[src/rtl/bn_arb_pkg.sv]
// Shared constants and state encoding for the 4-way round-robin arbiter and its consumers.
package bn_arb_pkg;

   localparam int N_REQ = 4;
   localparam int ID_W  = 2;

   typedef enum logic {
      ST_IDLE  = 1'b0,
      ST_GRANT = 1'b1
   } arb_state_e;

endpackage

[src/rtl/bn_rr_pick.sv]
// Rotate-priority picker: returns the first set request at or after ptr, wrapping modulo N_REQ.
module bn_rr_pick
   import bn_arb_pkg::*;
(
   input  logic [N_REQ-1:0] req,
   input  logic [ID_W-1:0]  ptr,
   output logic             found,
   output logic [N_REQ-1:0] pick_onehot,
   output logic [ID_W-1:0]  pick_id
);

   logic [ID_W-1:0] idx;

   // Walk from the lowest priority upward so the highest-priority hit is written last.
   always_comb begin
      found       = 1'b0;
      pick_onehot = '0;
      pick_id     = '0;
      idx         = '0;
      for (int i = N_REQ - 1; i >= 0; i--) begin
         idx = ptr + ID_W'(i);
         if (req[idx]) begin
            found       = 1'b1;
            pick_onehot = N_REQ'(1) << idx;
            pick_id     = idx;
         end
      end
   end

endmodule

[src/rtl/bn_rr_arbiter_4.sv]
// Round-robin arbiter for 4 requesters with grant hold, done/drop release and hold-limit timeout.
// Drives the sel port of a 4:1 AND-OR selector; grant is always zero or exactly one-hot.
//
// state    | meaning
// ---------+-----------------------------------------------------------
// ST_IDLE  | no owner; arbitrate over req from ptr each cycle
// ST_GRANT | one owner holds grant; re-arbitrate in place on release
module bn_rr_arbiter_4
   import bn_arb_pkg::*;
#(
   parameter int MAX_HOLD = 8
) (
   input  logic             clk,
   input  logic             rst_n,
   input  logic [N_REQ-1:0] req,
   input  logic             done,
   output logic [N_REQ-1:0] grant,
   output logic             grant_valid,
   output logic [ID_W-1:0]  grant_id,
   output logic             timeout
);

   localparam int HC_W = (MAX_HOLD > 0) ? $clog2(MAX_HOLD + 1) : 1;
   localparam logic [HC_W-1:0] HOLD_LAST = HC_W'(MAX_HOLD - 1);

   arb_state_e       state;
   logic [ID_W-1:0]  ptr;
   logic [HC_W-1:0]  hold_cnt;

   logic             found;
   logic [N_REQ-1:0] pick_onehot;
   logic [ID_W-1:0]  pick_id;
   logic [ID_W-1:0]  next_ptr;
   logic [ID_W-1:0]  pick_ptr;
   logic             expire;
   logic             release_now;

   assign next_ptr    = grant_id + ID_W'(1);
   // On release the owner drops to lowest priority in the same cycle's search.
   assign pick_ptr    = (state == ST_GRANT) ? next_ptr : ptr;
   assign expire      = (MAX_HOLD != 0) && (hold_cnt == HOLD_LAST);
   assign release_now = done || !req[grant_id] || expire;

   bn_rr_pick u_pick (
      .req         (req),
      .ptr         (pick_ptr),
      .found       (found),
      .pick_onehot (pick_onehot),
      .pick_id     (pick_id)
   );

   always_ff @(posedge clk or negedge rst_n) begin
      if (!rst_n) begin
         state       <= ST_IDLE;
         ptr         <= '0;
         hold_cnt    <= '0;
         grant       <= '0;
         grant_valid <= 1'b0;
         grant_id    <= '0;
         timeout     <= 1'b0;
      end else begin
         case (state)
            ST_IDLE: begin
               timeout  <= 1'b0;
               hold_cnt <= '0;
               if (found) begin
                  grant       <= pick_onehot;
                  grant_valid <= 1'b1;
                  grant_id    <= pick_id;
                  state       <= ST_GRANT;
               end
            end
            ST_GRANT: begin
               if (release_now) begin
                  ptr      <= next_ptr;
                  hold_cnt <= '0;
                  // Only a pure hold expiry counts as a timeout.
                  timeout  <= expire && !done && req[grant_id];
                  if (found) begin
                     grant       <= pick_onehot;
                     grant_valid <= 1'b1;
                     grant_id    <= pick_id;
                  end else begin
                     grant       <= '0;
                     grant_valid <= 1'b0;
                     grant_id    <= '0;
                     state       <= ST_IDLE;
                  end
               end else begin
                  timeout <= 1'b0;
                  if (hold_cnt != '1) hold_cnt <= hold_cnt + HC_W'(1);
               end
            end
            default: state <= ST_IDLE;
         endcase
      end
   end

endmodule
[config.mk]
export PLATFORM = sky130hd
export DESIGN_NAME = bn_rr_arbiter_4
export DESIGN_NICKNAME = d
export VERILOG_FILES = /design/src/rtl/bn_arb_pkg.sv /design/src/rtl/bn_rr_pick.sv /design/src/rtl/bn_rr_arbiter_4.sv
export SDC_FILE = /design/constraint.sdc
export NUM_CORES = 1
export LEC_CHECK = 0
export ABC_AREA = 1
export ABC_CLOCK_PERIOD_IN_PS = 4800
export BUFFER_PORTS_ARGS = -buffer_cell sky130_fd_sc_hd__buf_2
export CAP_MARGIN = 30
export CELL_PAD_IN_SITES_DETAIL_PLACEMENT = 0
export CELL_PAD_IN_SITES_GLOBAL_PLACEMENT = 1
export CORE_ASPECT_RATIO = 2
export CORE_MARGIN = 2
export CORE_UTILIZATION = 35
export DETAILED_ROUTE_END_ITERATION = 8
export PLACE_DENSITY_LB_ADDON = 0.1
export SYNTH_ARGS = -nofsm -noshare
export SYNTH_HDL_FRONTEND = slang
export SYNTH_SLANG_ARGS = --single-unit
[constraint.sdc]
create_clock -name clk -period 4.8 [get_ports clk]
set_input_delay 0.72 -clock clk [delete_from_list [all_inputs] [get_ports clk]]
set_output_delay 0.72 -clock clk [all_outputs]
set_load 0.05 [all_outputs]
==> impl_metrics.env, run 1 <==
export IMPL_finalSetupViolCount=0
export IMPL_cts_root_buf="sky130_fd_sc_hd__clkbuf_8"
export IMPL_synth_top_cell_by_area="sky130_fd_sc_hd__dfrtp_1"
export IMPL_synth_seq_cells=15
export IMPL_yosys_top_cells_area="sky130_fd_sc_hd__dfrtp_1, sky130_fd_sc_hd__nand2_1, sky130_fd_sc_hd__nand2_4, sky130_fd_sc_hd__nand2_2, sky130_fd_sc_hd__nand3_1"
export IMPL_grt_first_pass_wirelength_um=5520
export IMPL_area_growth_syn_to_layout_pct=12.5
export IMPL_post_dr_vias_cell=4.64
export IMPL_clkLatencyLatePin_ps=240
export IMPL_synth_enable_flop_cells=0
export IMPL_wl_final_um=3160
export IMPL_postRouteAntennaNets=0
export IMPL_critPathMostFrequentCell="sky130_fd_sc_hd__nand2_1"
export IMPL_grt_ovfl_total=0
export IMPL_first_global_vias=1204
export IMPL_globalplace_congestion=0.861
export IMPL_holdBufCountCts=0
export IMPL_worstSetupPathType="reg -> reg"
export IMPL_horizontal_die_dimension_um=47.5
export IMPL_tritoncts="yes"
export IMPL_max_clock_freq_mhz=466
export IMPL_floorplan_core_area_sq_um=3610
export IMPL_die_area_sq_um=4330
export IMPL_detailedRoute_firstIterationViolations=23
export IMPL_drc=0
export IMPL_clkSinkCount=15
export IMPL_dominant_cell_by_count_in_the_synthesized_netlist="sky130_fd_sc_hd__nand2_1"
export IMPL_synth_cells_most_frequent="sky130_fd_sc_hd__nand2_1, sky130_fd_sc_hd__nor2_1, sky130_fd_sc_hd__inv_1, sky130_fd_sc_hd__nand3_1, sky130_fd_sc_hd__dfrtp_1"
export IMPL_post_dp_hpwl_um=2690
export IMPL_fin_crit_sh=0.447
export IMPL_overall_via_count_from_detail_route=1187
export IMPL_max_slew_margin_rel=0.707
export IMPL_grt_use_met3=0.0139
export IMPL_worstSetupEndpointType="flop"
export IMPL_cts_buffers_inserted=3
export IMPL_pin_count=15
export IMPL_crit_fanout=9
export IMPL_finish_net_count=219
export IMPL_hold_class="in -> async"
export IMPL_mappedNetlistNets=201
export IMPL_worst_path_max_stage_delay_ps=530
export IMPL_synth_yosys_warnings=0
export IMPL_ys_async_sr_fraction=1.00
export IMPL_cts_max_level=1
export IMPL_clkSlewWorstSetupHoldPaths_ps=60
export IMPL_grt_use_met2=0.320
export IMPL_grt_setup_unrepaired="no"
export IMPL_initial_utilization=0.368
export IMPL_die_height_um=91.1
export IMPL_grt_antenna_before_repair=0
export IMPL_grt_start_max_net_pins=16
export IMPL_antenna_diode_count=0
export IMPL_fin_crit_ps=2150
export IMPL_worstMarginPinSlew_ps=440
export IMPL_crit_buf_inv=2
export IMPL_critical_path_top_delay_family="simple AND/OR/NAND/NOR gates"
export IMPL_timing_critical_path_required_ps=4980
export IMPL_fp_rows=31
export IMPL_drive_gt1_frac=0.275
export IMPL_cp_start_kind="flop"
export IMPL_syn_inst=190
export IMPL_cts_post_setup_buffers_inserted=0
export IMPL_detailedRoute_firstPassIterationCount=4
export IMPL_fin_skew_ps=0.667
export IMPL_timing_setup_tns_ps=0
export IMPL_synth_top_cell_area_share=0.283
export IMPL_placement_io_buffers=14
export IMPL_max_clock_path_buffers=2
export IMPL_synth_seq_area_share=0.283
export IMPL_groute_usage_overall=0.175
export IMPL_wl_per_cell_um=12.3
export IMPL_cp_cell_sequence="inv_2 -> nand2_1 -> nand2_1 -> nand2_1 -> nand2_1 -> ha_1 -> inv_1 -> nand2_4 -> nand2_4 -> nor2_8 -> nand2_4 -> o21ai_4 -> nand2_1 -> nand2_1"
export IMPL_worst_path_slowest_cell="sky130_fd_sc_hd__dfrtp_1"
export IMPL_netlist_cell_type_count=27
export IMPL_cts_resized=0
export IMPL_synth_flop_cell="sky130_fd_sc_hd__dfrtp_1"
export IMPL_hold_viol=0
export IMPL_cp_arrival_ps=2330
export IMPL_finalMaxSlewViolations=0
export IMPL_postSynthAreaPerCell_sq_um=6.98
export IMPL_busiest_layer="met2"
export IMPL_synth_cell_area_sq_um=1330
export IMPL_met1_usage=0.186
export IMPL_timing_max_cap_violations=0
export IMPL_status="complete, no violations"
-- through the flow --
| step | cells | worst slack (ps) | utilization | hold slack (ps) | cell area, sq um |
|---|---|---|---|---|---|
| floorplan | 190 | 2630 | - | 424 | 1330 |
| global placement | 252 | 2660 | 0.401 | 464 | 1450 |
| detailed placement | 252 | 2650 | 0.401 | 465 | 1450 |
| CTS | 256 | 2620 | 0.414 | 375 | 1490 |
| global route | 256 | 2360 | 0.414 | 389 | 1490 |
| finish | 256 | 2650 | 0.414 | 368 | 1490 |
-- registers in the layout, indices dropped and copies added, names as in the netlist --
| name | cells |
|---|---|
| ptr | 2 |
| hold_cnt | 4 |
| grant_id | 2 |
| grant_valid | 1 |
| grant | 4 |
| state | 1 |
| timeout | 1 |
-- layout by cell type (no fill, tap or decap), drive strengths merged --
master | synthesis | routed
clkinv | 2 | 3
o21ai | 7 | 7
a21oi | 4 | 4
a31oi | 1 | 1
nand3 | 20 | 20
ha | 4 | 4
buf | 1 | 14
nand2 | 88 | 88
nand4 | 1 | 1
dfrtp | 15 | 15
nor3b | 1 | 1
nor2 | 22 | 22
inv | 22 | 22
and2 | 1 | 1
nor3 | 1 | 1
clkbuf | 0 | 3
-- final timing paths --
kind	from	endpoint	slack [ps]	depth (start not counted)
setup / recovery	grant_id[0]$_DFFE_PN0P_	grant[0]$_DFFE_PN0P_	2650	14
hold / removal	rst_n	ptr[1]$_DFFE_PN0P_	370	1
setup reg to reg	grant_id[0]$_DFFE_PN0P_	grant[0]$_DFFE_PN0P_	2650	14
hold reg to reg	grant[0]$_DFFE_PN0P_	grant[0]$_DFFE_PN0P_	480	2
max in group asynchronous	rst_n	hold_cnt[2]$_DFFE_PN0P_	4180	1
min in group clk	grant[0]$_DFFE_PN0P_	grant[0]$_DFFE_PN0P_	480	2
-- layout make-up --
class                   instances  area, sq um
multi-input cells             150          846
inverters                      24         93.8
repair buffers                 14         70.1
flip-flops and latches         15          375
clock inverters                 1         5.00
well taps                      49         61.3
fillers                       409         2110
clock buffers                   3         41.3
-- logic make-up (layout without fill, tap and decap cells) --
| group | Yosys count | count (layout) | share of synthesized area |
|---|---|---|---|
| and+or+nand+nor | 134 | 134 | 0.545 |
| buffers and inverters | 25 | 42 | 0.0792 |
| DFF | 15 | 15 | 0.283 |
| AOI/OAI and AO/OA | 12 | 12 | 0.0547 |
| adders and majority gates | 4 | 4 | 0.0377 |
-- per-layer routing --
metal,vias up,share of wire
met2,17,0.58
met4,0,0.020
met3,4,0.018
met1,541,0.38
li1,625,-
met5,-,0
Power of run 1 is left out: the tool's default activity adds up to more than one toggle a clock period on the data nets, which glitch-free logic cannot reach.
==> run 2, diff against run 1 <==
- ABC_CLOCK_PERIOD_IN_PS: 4800 -> 2000
- clock period: 4.8 -> 2 ns (I/O delays scaled with it)
==> run 2 against run 1 <==
Against the previous run: routed wire length grew 3.6%; critical path depth down 1; global-route usage decreased by 0.33 points; die area unchanged; worst hold slack improved by 93 ps; first-iteration DRC count shrank 39%; register-to-register slack got worse by 2500 ps; maximum frequency up 14%; largest cell class unchanged; clock skew increased by 2.0 ps; sequential share of layout area fell by 1.4 points; worst setup slack got worse by 2500 ps.
==> impl_metrics.env, run 2 (synthesis results as in run 1) <==
export IMPL_timing_critical_path_required_ps=2180
export IMPL_cp_start_kind="flop"
export IMPL_worstSetupEndpointType="flop"
export IMPL_post_dp_hpwl_um=2770
export IMPL_detailedRoute_firstIterationViolations=14
export IMPL_multiInputGateArea_sq_um=868
export IMPL_wl_per_cell_um=12.3
export IMPL_area_growth_syn_to_layout_pct=20.3
export IMPL_finish_net_count=229
export IMPL_cts_max_level=1
export IMPL_cts_root_buf="sky130_fd_sc_hd__clkbuf_8"
export IMPL_cp_arrival_ps=2070
export IMPL_grt_setup_unrepaired="yes"
export IMPL_max_clock_freq_mhz=530
export IMPL_floorplan_core_area_sq_um=3610
export IMPL_max_clock_path_buffers=2
export IMPL_fin_crit_sh=0.943
export IMPL_cp_cell_sequence="nand2_1 -> nand2_1 -> nand2_1 -> nand2_2 -> ha_4 -> inv_1 -> nand2_4 -> nand2_4 -> nor2_8 -> nand2_4 -> o21ai_4 -> nand2_1 -> nand2_1"
export IMPL_grt_start_max_net_pins=16
export IMPL_grt_ovfl_total=0
export IMPL_die_area_sq_um=4330
export IMPL_hold_class="in -> reg"
export IMPL_timing_max_cap_violations=0
export IMPL_clkSlewWorstSetupHoldPaths_ps=60
export IMPL_tritoncts="yes"
export IMPL_fin_crit_ps=1890
export IMPL_clkLatencyLatePin_ps=240
export IMPL_horizontal_die_dimension_um=47.5
export IMPL_hold_viol=0
export IMPL_clkSinkCount=15
export IMPL_critPathMostFrequentCell="sky130_fd_sc_hd__nand2_1"
export IMPL_dpl_worst_slack_ps=12.3
export IMPL_placement_io_buffers=14
export IMPL_globalplace_congestion=0.874
export IMPL_first_global_vias=1310
export IMPL_layout_commonest_cell="sky130_fd_sc_hd__nand2_1"
export IMPL_die_height_um=91.1
export IMPL_layout_common_cells="sky130_fd_sc_hd__nand2_1, sky130_fd_sc_hd__nor2_1, sky130_fd_sc_hd__nand3_1"
export IMPL_groute_usage_overall=0.171
export IMPL_regArea_sq_um=379
export IMPL_cts_buffers_inserted=3
export IMPL_postRouteAntennaNets=0
export IMPL_worst_path_max_stage_delay_ps=440
export IMPL_max_slew_margin_rel=0.771
export IMPL_grt_first_pass_wirelength_um=5510
export IMPL_overall_via_count_from_detail_route=1265
export IMPL_crit_fanout=6
export IMPL_worstMarginPinSlew_ps=343
export IMPL_worst_path_slowest_cell="sky130_fd_sc_hd__dfrtp_2"
export IMPL_biggestRegsByFlops="grant x4, hold_cnt x4"
export IMPL_drc=0
export IMPL_pin_count=15
export IMPL_final_setup_worst_slack_ps=115
export IMPL_finalMaxSlewViolations=0
export IMPL_initial_utilization=0.368
export IMPL_worstSetupPathType="reg -> reg"
export IMPL_finalSetupViolCount=0
export IMPL_detailedRoute_firstPassIterationCount=4
export IMPL_fin_skew_ps=2.65
export IMPL_grt_antenna_before_repair=0
export IMPL_antenna_diode_count=0
export IMPL_wl_final_um=3270
export IMPL_drive_gt1_frac=0.332
export IMPL_status="complete, no violations"
export IMPL_fillerInstances=388
export IMPL_post_dr_vias_cell=4.76
export IMPL_fp_rows=31
-- run 2: path summary, 6_finish.rpt --
path,end,slack (ps),startpoint,cells past startpoint
worst max-delay path,grant[0]$_DFFE_PN0P_,110,grant_id[0]$_DFFE_PN0P_,13
worst min register to register,grant[3]$_DFFE_PN0P_,480,grant[3]$_DFFE_PN0P_,2
worst max register to register,grant[0]$_DFFE_PN0P_,110,grant_id[0]$_DFFE_PN0P_,13
min in group asynchronous,hold_cnt[3]$_DFFE_PN0P_,500,rst_n,2
max in group asynchronous,grant_id[0]$_DFFE_PN0P_,1230,rst_n,2
worst min-delay path,hold_cnt[2]$_DFFE_PN0P_,460,done,4
-- run 2: timing repair --
action,in CTS,in global routing
pin swaps,1,1
resized for setup,0,6
setup endpoints to repair,1,6
hold endpoints to repair,15,0
setup buffers,1,1
hold buffers,1,0
-- run 2: cell type report --
type | count | area share
multi-input combinational | 150 | 0.544
sequential | 15 | 0.238
timing repair buffer | 24 | 0.0925
inverter | 24 | 0.0588
tap | 49 | 0.0384
clock buffer | 4 | 0.0282
-- run 2: metrics by stage --
stage,cells,area (sq um),utilization,hold slack (ps),setup TNS [ps]
2_1_floorplan,190,1330,-,4.41,0
3_3_place_gp,259,1500,0.416,217,0
3_5_place_dp,259,1500,0.416,223,0
4_1_cts,265,1560,0.434,471,0
5_1_grt,266,1600,0.442,497,-42.1
6_report,266,1600,0.442,461,0
-- run 2: worst max-delay path, delay by kind of cell, from the launching register on --
kind | cells | cell delay, ps
compound gates | 1 | 220
fa+ha+maj | 1 | 280
buf+inv | 1 | 70
flops | 1 | 440
simple gates | 10 | 820
-- run 2: routing by layer --
metal / wire (um) / GRT usage / up-vias / share of wire
met1: 1190 / 0.161 / 590 / 0.36
met3: 57 / 0.0119 / 9 / 0.017
met5: 0 / 0 / - / 0
li1: - / - / 646 / -
met2: 1910 / 0.323 / 20 / 0.58
met4: 109 / 0.0903 / 0 / 0.033
Power of run 2 is left out for the same reason.
